--- config.mk ---
export PLATFORM = sky130hd
export DESIGN_NAME = parking_gate_controller
export DESIGN_NICKNAME = d
export VERILOG_FILES = /design/src/rtl/parking_gate_controller.sv
export SDC_FILE = /design/constraint.sdc
export NUM_CORES = 1
export LEC_CHECK = 0
export ABC_AREA = 1
export CELL_PAD_IN_SITES_DETAIL_PLACEMENT = 0
export CELL_PAD_IN_SITES_GLOBAL_PLACEMENT = 2
export CORE_MARGIN = 2
export CORE_UTILIZATION = 33
export DETAILED_ROUTE_END_ITERATION = 12
export HOLD_SLACK_MARGIN = 0.06
export PLACE_DENSITY_LB_ADDON = 0.08
export SETUP_SLACK_MARGIN = 0.15
export SLEW_MARGIN = 20
export SYNTH_ARGS = -nofsm -noshare
export SYNTH_HDL_FRONTEND = slang
export SYNTH_SLANG_ARGS = --single-unit
export TNS_END_PERCENT = 100
--- constraint.sdc ---
create_clock -name clk -period 10.6 [get_ports clk]
set_clock_uncertainty 0.05 [all_clocks]
set_input_delay 1.06 -clock clk [delete_from_list [all_inputs] [get_ports clk]]
set_output_delay 1.06 -clock clk [all_outputs]
set_load 0.01 [all_outputs]
--- src/rtl/parking_gate_controller.sv ---
// parking_gate_controller: two-pool parking occupancy tracker with handshaked, timed entry and exit gates
module parking_gate_controller #(
  parameter int CAPACITY    = 700,
  parameter int CNT_W       = 10,
  parameter int PUB_DAY     = 200,
  parameter int PUB_NIGHT   = 500,
  parameter int DAY_START   = 8,
  parameter int RAMP_START  = 13,
  parameter int RAMP_END    = 16,
  parameter int RAMP_STEP   = 50,
  parameter int GATE_CYCLES = 4,
  parameter int DENY_W      = 16
) (
  input  logic              clk,
  input  logic              rst,
  input  logic [4:0]        hour,
  input  logic              ent_valid,
  input  logic              ent_is_uni,
  output logic              ent_ready,
  output logic              ent_grant,
  output logic              ent_deny,
  input  logic              ext_valid,
  input  logic              ext_is_uni,
  output logic              ext_ready,
  output logic              ext_ack,
  output logic              ext_err,
  output logic              ent_gate_open,
  output logic              ext_gate_open,
  output logic [CNT_W-1:0]  uni_parked,
  output logic [CNT_W-1:0]  pub_parked,
  output logic [CNT_W-1:0]  uni_free,
  output logic [CNT_W-1:0]  pub_free,
  output logic              full,
  output logic [DENY_W-1:0] deny_count
);
  localparam int TMR_W = GATE_CYCLES > 1 ? $clog2(GATE_CYCLES) : 1;
  typedef enum logic [1:0] {IDLE, DECIDE, OPEN} state_t;
  state_t ent_st, ext_st;
  logic [TMR_W-1:0] ent_tmr, ext_tmr;
  logic [CNT_W-1:0] pub_alloc, uni_alloc;
  logic [CNT_W:0] total;
  logic [31:0] h;
  logic ent_cls, ext_cls, ent_admit, ext_avail;
  assign h = 32'(hour);
  assign uni_alloc = CNT_W'(CAPACITY) - pub_alloc;
  assign uni_free = uni_alloc > uni_parked ? uni_alloc - uni_parked : '0;
  assign pub_free = pub_alloc > pub_parked ? pub_alloc - pub_parked : '0;
  assign total = {1'b0, uni_parked} + {1'b0, pub_parked};
  assign full = total == (CNT_W+1)'(CAPACITY);
  assign ent_admit = (ent_cls ? uni_free != '0 : pub_free != '0) && total < (CNT_W+1)'(CAPACITY);
  assign ext_avail = ext_cls ? uni_parked != '0 : pub_parked != '0;
  assign ent_grant = ent_st == DECIDE && ent_admit;
  assign ent_deny = ent_st == DECIDE && !ent_admit;
  assign ext_ack = ext_st == DECIDE && ext_avail;
  assign ext_err = ext_st == DECIDE && !ext_avail;
  always_ff @(posedge clk)
    pub_alloc <= rst ? CNT_W'(PUB_NIGHT)
      : (h >= DAY_START && h < RAMP_START) ? CNT_W'(PUB_DAY)
      : (h >= RAMP_START && h < RAMP_END) ? CNT_W'(PUB_DAY + (h - RAMP_START + 1) * RAMP_STEP)
      : CNT_W'(PUB_NIGHT);
  always_ff @(posedge clk)
    if (rst) begin
      uni_parked <= '0;
      pub_parked <= '0;
      deny_count <= '0;
    end else begin
      uni_parked <= uni_parked + CNT_W'(ent_grant && ent_cls) - CNT_W'(ext_ack && ext_cls);
      pub_parked <= pub_parked + CNT_W'(ent_grant && !ent_cls) - CNT_W'(ext_ack && !ext_cls);
      deny_count <= deny_count + DENY_W'(ent_deny && !(&deny_count));
    end
  always_ff @(posedge clk)
    if (rst) begin
      ent_st <= IDLE;
      ent_ready <= 1'b1;
      ent_gate_open <= 1'b0;
      ent_tmr <= '0;
      ent_cls <= 1'b0;
    end else
      case (ent_st)
        IDLE: if (ent_valid) begin
          ent_st <= DECIDE;
          ent_cls <= ent_is_uni;
          ent_ready <= 1'b0;
        end
        DECIDE: if (ent_admit) begin
          ent_st <= OPEN;
          ent_gate_open <= 1'b1;
          ent_tmr <= TMR_W'(GATE_CYCLES - 1);
        end else begin
          ent_st <= IDLE;
          ent_ready <= 1'b1;
        end
        default: if (ent_tmr == '0) begin
          ent_st <= IDLE;
          ent_gate_open <= 1'b0;
          ent_ready <= 1'b1;
        end else
          ent_tmr <= ent_tmr - TMR_W'(1);
      endcase
  always_ff @(posedge clk)
    if (rst) begin
      ext_st <= IDLE;
      ext_ready <= 1'b1;
      ext_gate_open <= 1'b0;
      ext_tmr <= '0;
      ext_cls <= 1'b0;
    end else
      case (ext_st)
        IDLE: if (ext_valid) begin
          ext_st <= DECIDE;
          ext_cls <= ext_is_uni;
          ext_ready <= 1'b0;
        end
        DECIDE: if (ext_avail) begin
          ext_st <= OPEN;
          ext_gate_open <= 1'b1;
          ext_tmr <= TMR_W'(GATE_CYCLES - 1);
        end else begin
          ext_st <= IDLE;
          ext_ready <= 1'b1;
        end
        default: if (ext_tmr == '0) begin
          ext_st <= IDLE;
          ext_gate_open <= 1'b0;
          ext_ready <= 1'b1;
        end else
          ext_tmr <= ext_tmr - TMR_W'(1);
      endcase
endmodule

# Word level (Yosys, flattened, before mapping)
# Cells that the tools add are included.
# op_classes
n_addsub	14
n_mul	1
order_cmp	7
eq_ne	11
n_mux	34
n_bitwise	3
reduce_logical	41
# op_table
cell	count
$reduce_bool 10->1	4
$mul 32x5->9 const B	1
$add 10x1->10	2
$gt 10x10->1	2
$mux 10	2
$mux 2	10
$sub 10x1->10	2
$sub 10x10->10	2
$mux 9	2
$reduce_and 3->1	6
$add 16x1->16	1
$ne 2x2->1 const B	8
$pmux 2 s2	4
$reduce_and 16->1	1
$logic_and 1x1->1	12
$mux 1	12
$add 10x10->11	1
$eq 11x10->1 const B	1
$lt 11x10->1 const B	1
$add 8x10->10 const A	1
$ge 5x4->1 const B	2
$sub 10x10->10 const A	1
$logic_not 2->1	4
$pmux 1 s2	4
12 further kinds	25
# totals
ff_bits	60
in_bits	11
out_inout_bits	65
word_cells	126

# Logic depth before layout (Yosys ltp)
# logic_depth
word_depth	10
ltp_mapped	38
mapped_depth_nobuf	38

# Worst setup path after synthesis
# Ideal clock, no wire load.
# synth_timing
kind	flip-flop to flip-flop
start	reg pub_alloc[1]
end	reg uni_parked[8]
setup_time_ns	0.120
arrival_ns	4.398
required_time_ns	10.430
path_slack_ns	6.032
stages_incl_launch_ff	37
path_buffers	1
synth_period_minus_slack_ns	4.568
cell_sequence	dfxtp_1 ha_1 nand3_1 o21bai_1 a21oi_1 xor2_1 ha_1 nand2_1 nor2_1 nand3_1 nand3_2 nand2_2 buf_6 nor2_4 nor2_1 nand3_1 nand2_1 nor2_1 nand2_2 inv_2 nand2_1 ha_1 inv_1 ha_1 inv_1 fa_1 nor2_1 nor2_1 nor2_1 nor2_1 nor2_1 o21ai_0 nand2_1 a21o_1 a21oi_1 o21ai_0 a21oi_1
# synth_via
elab_chain_len	10
elab_cells_between_ends	15
classes_between	5 x add/sub; 2 x order compare; 3 x mux; 5 x reduce/logical
# synth_lines
item	line_no	text
start: declaration	40	logic [CNT_W-1:0] pub_alloc, uni_alloc;
start signal: assignment	57	pub_alloc <= rst ? CNT_W'(PUB_NIGHT)
$sub 10x10->10 (*)	45	assign uni_alloc = CNT_W'(CAPACITY) - pub_alloc;
$sub 10x10->10 / $gt 10x10->1 (equally long branches)	46	assign uni_free = uni_alloc > uni_parked ? uni_alloc - uni_parked : '0;
$mux 10 (*)	46	
named net uni_free[9]	31	output logic [CNT_W-1:0] uni_free,
$reduce_bool 10->1 (*)	50	assign ent_admit = (ent_cls ? uni_free != '0 : pub_free != '0) && total < (CNT_W+1)'(CAPACITY);
$mux 1 (*)	50	
$logic_and 1x1->1 (*)	50	
$logic_and 1x1->1 (*)	52	assign ent_grant = ent_st == DECIDE && ent_admit;
named net ent_grant	20	output logic ent_grant,
$logic_and 1x1->1 (*)	67	uni_parked <= uni_parked + CNT_W'(ent_grant && ent_cls) - CNT_W'(ext_ack && ext_cls);
$add 10x1->10 (*)	67	
$sub 10x1->10 (*)	67	
end signal: assignment	67	
end: declaration	29	output logic [CNT_W-1:0] uni_parked,
# The timed path passes the listed nets; every way through them passes the cells marked *.
# A chain may end at the register's enable or synchronous reset.

# Worst setup path in the final report
# layout_timing
start	reg pub_alloc[1]
end	reg uni_parked[8]
# layout_via
elab_chain_len	10
elab_cells_between_ends	15
classes_between	5 x add/sub; 2 x order compare; 3 x mux; 5 x reduce/logical
# layout_lines
item	line_no
$sub 10x10->10	45
$sub 10x10->10 / $gt 10x10->1 (equally long branches)	46
$mux 10	46
$reduce_bool 10->1	50
$mux 1 (*)	50
$logic_and 1x1->1 (*)	50
$logic_and 1x1->1 (*)	52
$logic_and 1x1->1 (*)	67
$add 10x1->10 (*)	67
$sub 10x1->10 (*)	67
# Mark *: on every way between the ends. The rest lies on a longest branch, timed or not.

==> impl_metrics.yaml <==
setup_path:
  critPathArrivalTime_ps: 5570
  crit_fanout: 11
  critPathMaxStageDelay_ps: 410
  r2r-start: "pub_alloc[1]$_SDFF_PP0_"
  r2r_cells: 37
  crit_cells: 37
  cpMaxStageDelayCell: "dfxtp_1"
  worst-path-buf-inv: 4
  cpMostUsedCell: "nor2_1"
  worstSetupPathType: "flop to flop"
  timing.rr.end: "uni_parked[8]$_SDFF_PP0_"
  endpoint_kind: "flop"
  worstSetupStartpointType: "flop"
  reg2reg_setup_slack_ps: 5190
  critical_path_required_ps: 10760
  crit_family: "simple AND/OR/NAND/NOR gates"
route:
  vias_per_cell: 4.64
  drtIter0Drc: 219
  wl_per_cell_um: 13.4
  ant_nets: 0
  firstDrtPassIters: 5
  drt_wl_total_um: 15800
  num_vias: 5471
  drc_errors: 0
yosys:
  postSynthNetCount: 971
  synth.top_cells.by_count: "nand2_1 (202), inv_1 (168), nor2_1 (103)"
  synth_area_um2: 5660
  async_reset_ff_frac: 0
  seq_area_frac_synth: 0.209
  synth_flop_cell: "dfxtp_1"
  synth_cell_types: 39
  synthCells: 873
  synth_top_area_frac: 0.209
  synth_top_area_cell: "dfxtp_1"
  ys_seq_elements: 59
  synthTopCellsByArea: "dfxtp_1 (21%), ha_1 (17%), nand2_1 (13%)"
  syn_avg_cell_area_um2: 6.48
  synth-edff-count: 0
  synth.most_common_cell: "nand2_1"
  synth_warnings: 0
place:
  dpl-instance-area_um2: 6660
  gp_congestion: 0.841
  dp.final_hpwl_um: 13100
  portBuffers: 75
global_route:
  grt.total_usage: 0.181
  antenna_found_initial: 0
  grt_first_pass_wirelength_um: 26100
  grt_max_degree: 30
  grt_remaining_overflow: 0
  grt_pass1_vias: 5316
cells_and_area:
  fill_cells: 1826
  finalNetCount: 1052
  diodes: 0
  postLayoutCellArea_um2: 6960
  drive_gt1_frac: 0.0459
  area_growth_pct: 22.9
clock_tree:
  cts_max_path_buffers: 2
  cts.htree.levels: 3
  ctsResizeCount: 0
  cts_setup_buffers: 0
  clk_latency_ps: 330
  clkTransAtPathRegs_ps: 50
  cts.sinks: 59
  cts_tree: "done"
  cts_root_buf: "clkbuf_16"
  cts_inserted_buffers: 9
  ctsHoldBuffers: 0
min_path:
  hp-class: "flop to flop"
  min-delay-start: "ent_ready$_SDFFE_PP1P_"
  hold_depth: 2
  worstHoldEndpoint: "ent_ready$_SDFFE_PP1P_"
sta:
  max_freq_ghz: 0.185
  rsz0062_at_grt: "false"
  drv_slew: 0
  maxSlewHeadroom: 0.492
  period_needed_ps: 5410
  worst_pin_slew_ps: 761
  hold_viol: 0
  fin_setup_tns_ps: 0
  min_period_over_period: 0.510
  finalSetupViolCount: 0
floorplanning:
  die_area_um2: 18200
  start_util: 0.339
  die_y_um: 135
  row_count: 47
  dieWidth_um: 135
  ios: 76
  core_area_um2: 16700
job:
  drv_cap: 0
run_status:
  status: "finished, final reports clean"
power:
  power.leakage_nw: 3.53
  powerDensity_nw_per_um2: 279
  peakVddDrop_v: 0.0000905
[where the power goes]
group | leakage [nW] | internal [mW] | switching, mW
clock network | 0.139 | 0.188 | 0.104
logic | 2.91 | 0.552 | 0.765
registers | 0.484 | 0.268 | 0.0636
total | 3.53 | 1.01 | 0.933
[worst max path at each step]
stage	from	end	slack, ps
after floorplan	pub_alloc[1]$_SDFF_PP0_	uni_parked[8]$_SDFF_PP0_	6030
after global placement	hour[0]	pub_alloc[9]$_SDFF_PP0_	5160
after detailed placement	hour[0]	pub_alloc[9]$_SDFF_PP0_	5070
after CTS	pub_alloc[1]$_SDFF_PP0_	pub_parked[8]$_SDFF_PP0_	5200
after global routing	pub_alloc[1]$_SDFF_PP0_	pub_parked[8]$_SDFF_PP0_	4570
final	pub_alloc[1]$_SDFF_PP0_	uni_parked[8]$_SDFF_PP0_	5190
[layout by cell type (no fill, tap or decap), types with 4 or more instances in the layout]
cell type	n
nand4_1	11
a31oi_1	4
nand3_1	39
inv_1	168
xnor2_1	13
fa_1	8
o21ai_0	25
nor2_2	10
clkbuf_16	9
a21oi_1	53
nand2_1	202
dfxtp_1	59
a21oi_2	4
xor2_1	19
ha_1	79
inv_2	4
nand3b_1	14
a21o_1	5
nor2_1	103
clkdlybuf4s50_1	75
nor3_1	16
o21ai_1	5
[cell families after synthesis]
family,after synthesis,share of synthesized area
AO/OA/AOI/OAI,107,0.106
XOR/XNOR,32,0.0495
adder cells (fa/ha/maj),87,0.203
buffers and inverters,179,0.120
flip-flops,59,0.209
AND/OR/NAND/NOR,409,0.313
[tightest hold or removal path: stages (launching register included)]
cell     delay (ps)
dfxtp_1         320
nand2_1          50
nand3_1          50
[per-layer routing]
metal	global-route usage	up-vias	share of wire
met1	0.232	2448	0.48
met3	0.0214	25	0.029
met5	0	-	0
met2	0.311	84	0.47
met4	0.0718	0	0.023
li1	-	2914	-
[through the flow]
stage,util,setup WS [ps],instances,total power [mW],hold slack (ps)
finish,0.417,5190,1179,1.94,408
global route,0.417,4570,1179,2.16,432
CTS,0.417,5200,1179,1.96,411
detailed placement,0.399,5070,1163,1.66,399
global placement,0.399,5160,1163,1.65,411
floorplan,-,6030,873,1.22,402
[sequential cells by signal (all words and copies together), names as in the netlist]
register and count:
deny_count 16, ent_cls 1, ent_gate_open 1, ent_ready 1, ent_st 2, ent_tmr 2, ext_cls 1, ext_gate_open 1
ext_ready 1, ext_st 2, ext_tmr 2, pub_alloc 9, pub_parked 10, uni_parked 10
[cell type report]
cell class | instances | area (um^2) | area share
multi-input cells | 635 | 3800 | 0.546
well taps | 220 | 275 | 0.0396
flip-flops and latches | 59 | 1180 | 0.170
clock inverters | 4 | 50.0 | 0.00719
repair buffers | 76 | 758 | 0.109
inverters | 173 | 649 | 0.0933
clock buffers | 12 | 246 | 0.0354
Power figures use the tool's default switching activity.
==> RTL change 1: new RTL, same flow settings <==
Re-encode `state_t` (3 states) as one-hot, 3 bits wide.
--- a/src/rtl/parking_gate_controller.sv
+++ b/src/rtl/parking_gate_controller.sv
@@ -36,3 +36,3 @@
   localparam int TMR_W = GATE_CYCLES > 1 ? $clog2(GATE_CYCLES) : 1;
-  typedef enum logic [1:0] {IDLE, DECIDE, OPEN} state_t;
+  typedef enum logic [2:0] {IDLE = 3'b001, DECIDE = 3'b010, OPEN = 3'b100} state_t;
   state_t ent_st, ext_st;
Function: no difference found for any inputs over 10 cycles, from zero or initial values and one cycle with rst high; not proved beyond that.
==> RTL change 1 against the original RTL <==
Total power shrank 1.1%; worst setup slack gained 0.24 ns; final cell count grew 2.8%; highest routed layer unchanged; register-to-register slack gained 0.28 ns; routed wire length grew 0.48%; global-route usage shrank 0.17 points; sequential cell count grew 2; via count grew 1.2%; count of clock-buffer cells in the layout shrank 2; area after synthesis grew 2.6%; final area grew 2.3%.
==> RTL change 1: results (changes against the original RTL) <==
Place
  • IO buf count: 75 (unchanged)
  • DP HPWL: 13200 um (+0.38%)
  • RD Place Congestion: 0.831 (-1.2%)
  • Placement Setup Slack: 5.08 ns (+0.0150 ns)

Detailed routing
  • Pre-antenna DRT Iters: 5 (unchanged)
  • Via count: 5534 (+1.2%)
  • Drt total wl: 15800 um (+0.48%)
  • DRC: 0 (unchanged)
  • Detailed Route Iter0 Violations: 185 (-16%)

Global routing
  • Total track usage: 0.180 (-0.00173)
  • Largest net degree at the start of global routing: 28 (-6.7%)
  • Vias in the first global route: 5216 (-1.9%)
  • First-pass GRT wire length: 26000 um (-0.24%)
  • Initial antenna violation count: 0 (unchanged)

Clocking
  • Cts bufs inserted: 9 (unchanged)
  • Root Buffer: clkbuf_16
  • Hold_buf cts: 0 (unchanged)
  • Cts repair resizes: 0 (unchanged)
  • Worst-path clk slew: 0.05 ns (about the same)
  • Clock tree buffer depth: 2 (unchanged)
  • # H-tree levels: 3 (unchanged)
  • Post-CTS setup buffers: 0 (unchanged)
  • Worst-skew pair later-pin latency: 0.33 ns (about the same)

Synthesis
  • Area contributors post-synth: dfxtp_1 21%, ha_1 17%, nand2_1 13%, inv_1 11%, nor2_1 6.9%
  • Post-synth cell types: 40 (+2.6%)
  • Most frequent cells after synthesis: 202 x nand2_1, 176 x inv_1, 107 x nor2_1, 78 x ha_1, 61 x dfxtp_1
  • Area fraction of the dominant cell type after synthesis: 0.210 (+0.00154)
  • Sequential share of the synthesized area: 0.210 (+0.00154)
  • Synth Flop Type: dfxtp_1
  • Yosys warns: 0 (unchanged)
  • Post-synth net total: 998 (+2.8%)
  • Async set or reset register ratio after synthesis: 0 (unchanged)

Layout
  • Filler cells: 1861 (+1.9%)
  • Share of layout cells above drive strength 1: 0.0466 (+0.000725)
  • Diodes inserted: 0 (unchanged)
  • Biggest regs: deny_count: 16 flops, pub_parked: 10 flops, uni_parked: 10 flops
  • Nets: 1079 (+2.6%)

STA
  • Final Worst Setup Slack: 5.44 ns (+0.243 ns)
  • Least-Margin Pin Slew: 0.863 ns (+0.103 ns)

Hold path
  • Hold Path Class: reg -> reg

Pwr
  • Lkg Pwr: 3.57 nW (+1.1%)
  • NetSw: 934 uW (+0.14%)
  • Max VDD drop: 0.139 mV (+53%)

Setup path
  • R2r setup slk: 5.47 ns (+0.28 ns)
  • WP data arrival: 5.33 ns (-0.24 ns)
  • Critical Path Fanout Max: 8 (-3)

Outcome
  • Status: completed
-- RTL change 1: stage by stage --
stage | hold WS [ns] | cell area (sq um) | instances | util
2_1_floorplan | 0.391 | 5810 | 901 | -
3_5_place_dp | 0.394 | 6820 | 1196 | 0.395
3_3_place_gp | 0.396 | 6820 | 1196 | 0.395
4_1_cts | 0.409 | 7120 | 1212 | 0.413
5_1_grt | 0.415 | 7120 | 1212 | 0.413
6_report | 0.405 | 7120 | 1212 | 0.413
-- RTL change 1: area by class of cell --
class | instances | share of cell area
clock buffer | 10 | 0.0322
clock inverter | 6 | 0.0100
inverter | 180 | 0.0953
multi-input combinational | 654 | 0.545
sequential | 61 | 0.172
tap | 225 | 0.0396
timing repair buffer | 76 | 0.107
-- RTL change 1: cell families after synthesis --
group                    Yosys count  synth area share
flip-flops                        61             0.210
XOR/XNOR                          29            0.0437
AND/OR/NAND/NOR                  423             0.317
buffers and inverters            186             0.122
AO/OA/AOI/OAI                    116             0.111
adder cells (fa/ha/maj)           86             0.196
-- RTL change 1: power groups by stage --
| stage | registers [mW] | logic [mW] | clock network, mW |
|---|---|---|---|
| after floorplan | 0.333 | 0.891 | 0 |
| after global placement | 0.344 | 1.31 | 0 |
| after detailed placement | 0.344 | 1.29 | 0 |
| after CTS | 0.339 | 1.30 | 0.306 |
| after global routing | 0.344 | 1.48 | 0.317 |
| final | 0.335 | 1.29 | 0.299 |
-- RTL change 1: per-layer routing --
layer,part of all wire,GRT usage,vias to the layer above
li1,-,-,3026
met4,0.017,0.0596,0
met2,0.45,0.296,84
met5,0,0,-
met3,0.030,0.0211,16
met1,0.50,0.244,2408
-- RTL change 1: final timing paths --
| path | start | end | cells after the start |
|---|---|---|---|
| worst max-delay path | hour[0] | pub_alloc[9]$_SDFF_PP0_ | 20 |
| worst min-delay path | ent_ready$_SDFFE_PP1P_ | ent_ready$_SDFFE_PP1P_ | 2 |
| worst max register to register | pub_alloc[1]$_SDFF_PP0_ | uni_parked[8]$_SDFF_PP0_ | 34 |
| worst min register to register | ent_ready$_SDFFE_PP1P_ | ent_ready$_SDFFE_PP1P_ | 2 |
-- RTL change 1: worst max-delay path, cell delays in order --
cell,delay [ns]
clkdlybuf4s50_1,0.64
inv_1,0.16
ha_1,0.29
xor2_1,0.18
nor3_1,0.24
xor2_1,0.21
inv_1,0.09
ha_1,0.29
ha_1,0.31
fa_1,0.46
ha_1,0.32
inv_1,0.05
o21ai_0,0.20
xor2_1,0.24
nand2_1,0.09
xor2_1,0.15
xnor2_1,0.17
inv_1,0.06
nand2_1,0.05
a21oi_1,0.05
==> RTL change 2: new RTL, same settings <==
Without the edit above. `CNT_W`: 10 -> 8.
--- a/src/rtl/parking_gate_controller.sv
+++ b/src/rtl/parking_gate_controller.sv
@@ -3,3 +3,3 @@
   parameter int CAPACITY    = 700,
-  parameter int CNT_W       = 10,
+  parameter int CNT_W       = 8,
   parameter int PUB_DAY     = 200,
Interface: changed (resized pub_free, pub_parked, uni_free and uni_parked); port bits go from 76 to 68. No check against the original RTL was run, so the function may have changed too.
==> RTL change 2 against the original RTL <==
Worst setup slack better by 0.86 ns; via count down 22%; combinational power down 31%; sequential cell count down 6; final area down 19%; routed wire length down 24%; area after synthesis down 18%; critical path depth down 8; global-route usage down 1.6 points; total power down 30%; sequential share of layout area up 1.8 points.
==> RTL change 2: results (changes against the original RTL) <==
Layout
  • Share of layout cells above drive strength 1: 0.0720 (+0.0261)
  • Nets: 815 (-23%)
  • Biggest regs: deny_count: 16 flops, pub_parked: 8 flops, uni_parked: 8 flops

Synthesis
  • Most frequent cells after synthesis: 133 x nand2_1, 121 x inv_1, 65 x nor2_1, 63 x ha_1, 53 x dfxtp_1
  • Mapped Avg Cell Area: 6.95 sq um (+7.2%)
  • Area contributors post-synth: dfxtp_1 23%, ha_1 17%, nand2_1 11%, inv_1 9.8%, nor2_1 5.3%

Setup path
  • R2r setup slk: 6.05 ns (+0.86 ns)
  • Top delay family on crit path: adder cells

Detailed routing
  • Met3 wire length: 436 um (-6.0%)
  • Vias per cell: 4.66 (+0.53%)
  • Per-cell routed wire length: 13.0 um (-2.7%)
  • Post-Route M1 WL: 5890 um (-22%)

Outcome
  • Status: completed

STA
  • WHS: 0.417 ns (+0.00968 ns)

Place
  • RD Place Congestion: 0.834 (-0.84%)
  • Placement Setup Slack: 6.01 ns (+0.940 ns)
  • IO buf count: 67 (-11%)

Global routing
  • Total track usage: 0.166 (-0.0157)
  • Largest net degree at the start of global routing: 28 (-6.7%)

Hold path
  • Hold EP: ext_tmr[0]$_SDFFE_PP0P_
  • Min-Delay Startpoint: ext_tmr[0]$_SDFFE_PP0P_

Pwr
  • P_int: 722 uW (-28%)
  • NetSw: 645 uW (-31%)
  • Sequential Power Share: 0.206 (+0.035)
  • Lkg Pwr: 2.69 nW (-24%)

Clocking
  • Worst-path clk slew: 0.07 ns (+0.02 ns)
  • # H-tree levels: 2 (-1)
-- RTL change 2: cell count changes after synthesis, sizes merged, moves of 6 or more --
cell | unedited run | this run
nand2 | 206 | 147
inv | 172 | 127
nor2 | 114 | 74
ha | 79 | 63
nand3 | 41 | 31
nor3 | 16 | 7
nand4 | 12 | 19
dfxtp | 59 | 53
o21ai | 31 | 25
xnor2 | 13 | 7
-- RTL change 2: layout make-up --
type,instances,area [sq um]
clock inverter,2,17.5
sequential,53,1060
inverter,129,485
multi-input combinational,478,3050
tap,180,225
clock buffer,6,139
timing repair buffer,68,678
fill,1471,8120
-- RTL change 2: kinds of logic after synthesis --
kind of cell | after synthesis | synth area share
xor gates and xnor gates | 21 | 0.0397
buffers and inverters | 136 | 0.113
adders and majority gates | 69 | 0.196
DFF | 53 | 0.229
AOI/OAI and AO/OA | 96 | 0.121
and+or+nand+nor | 292 | 0.301
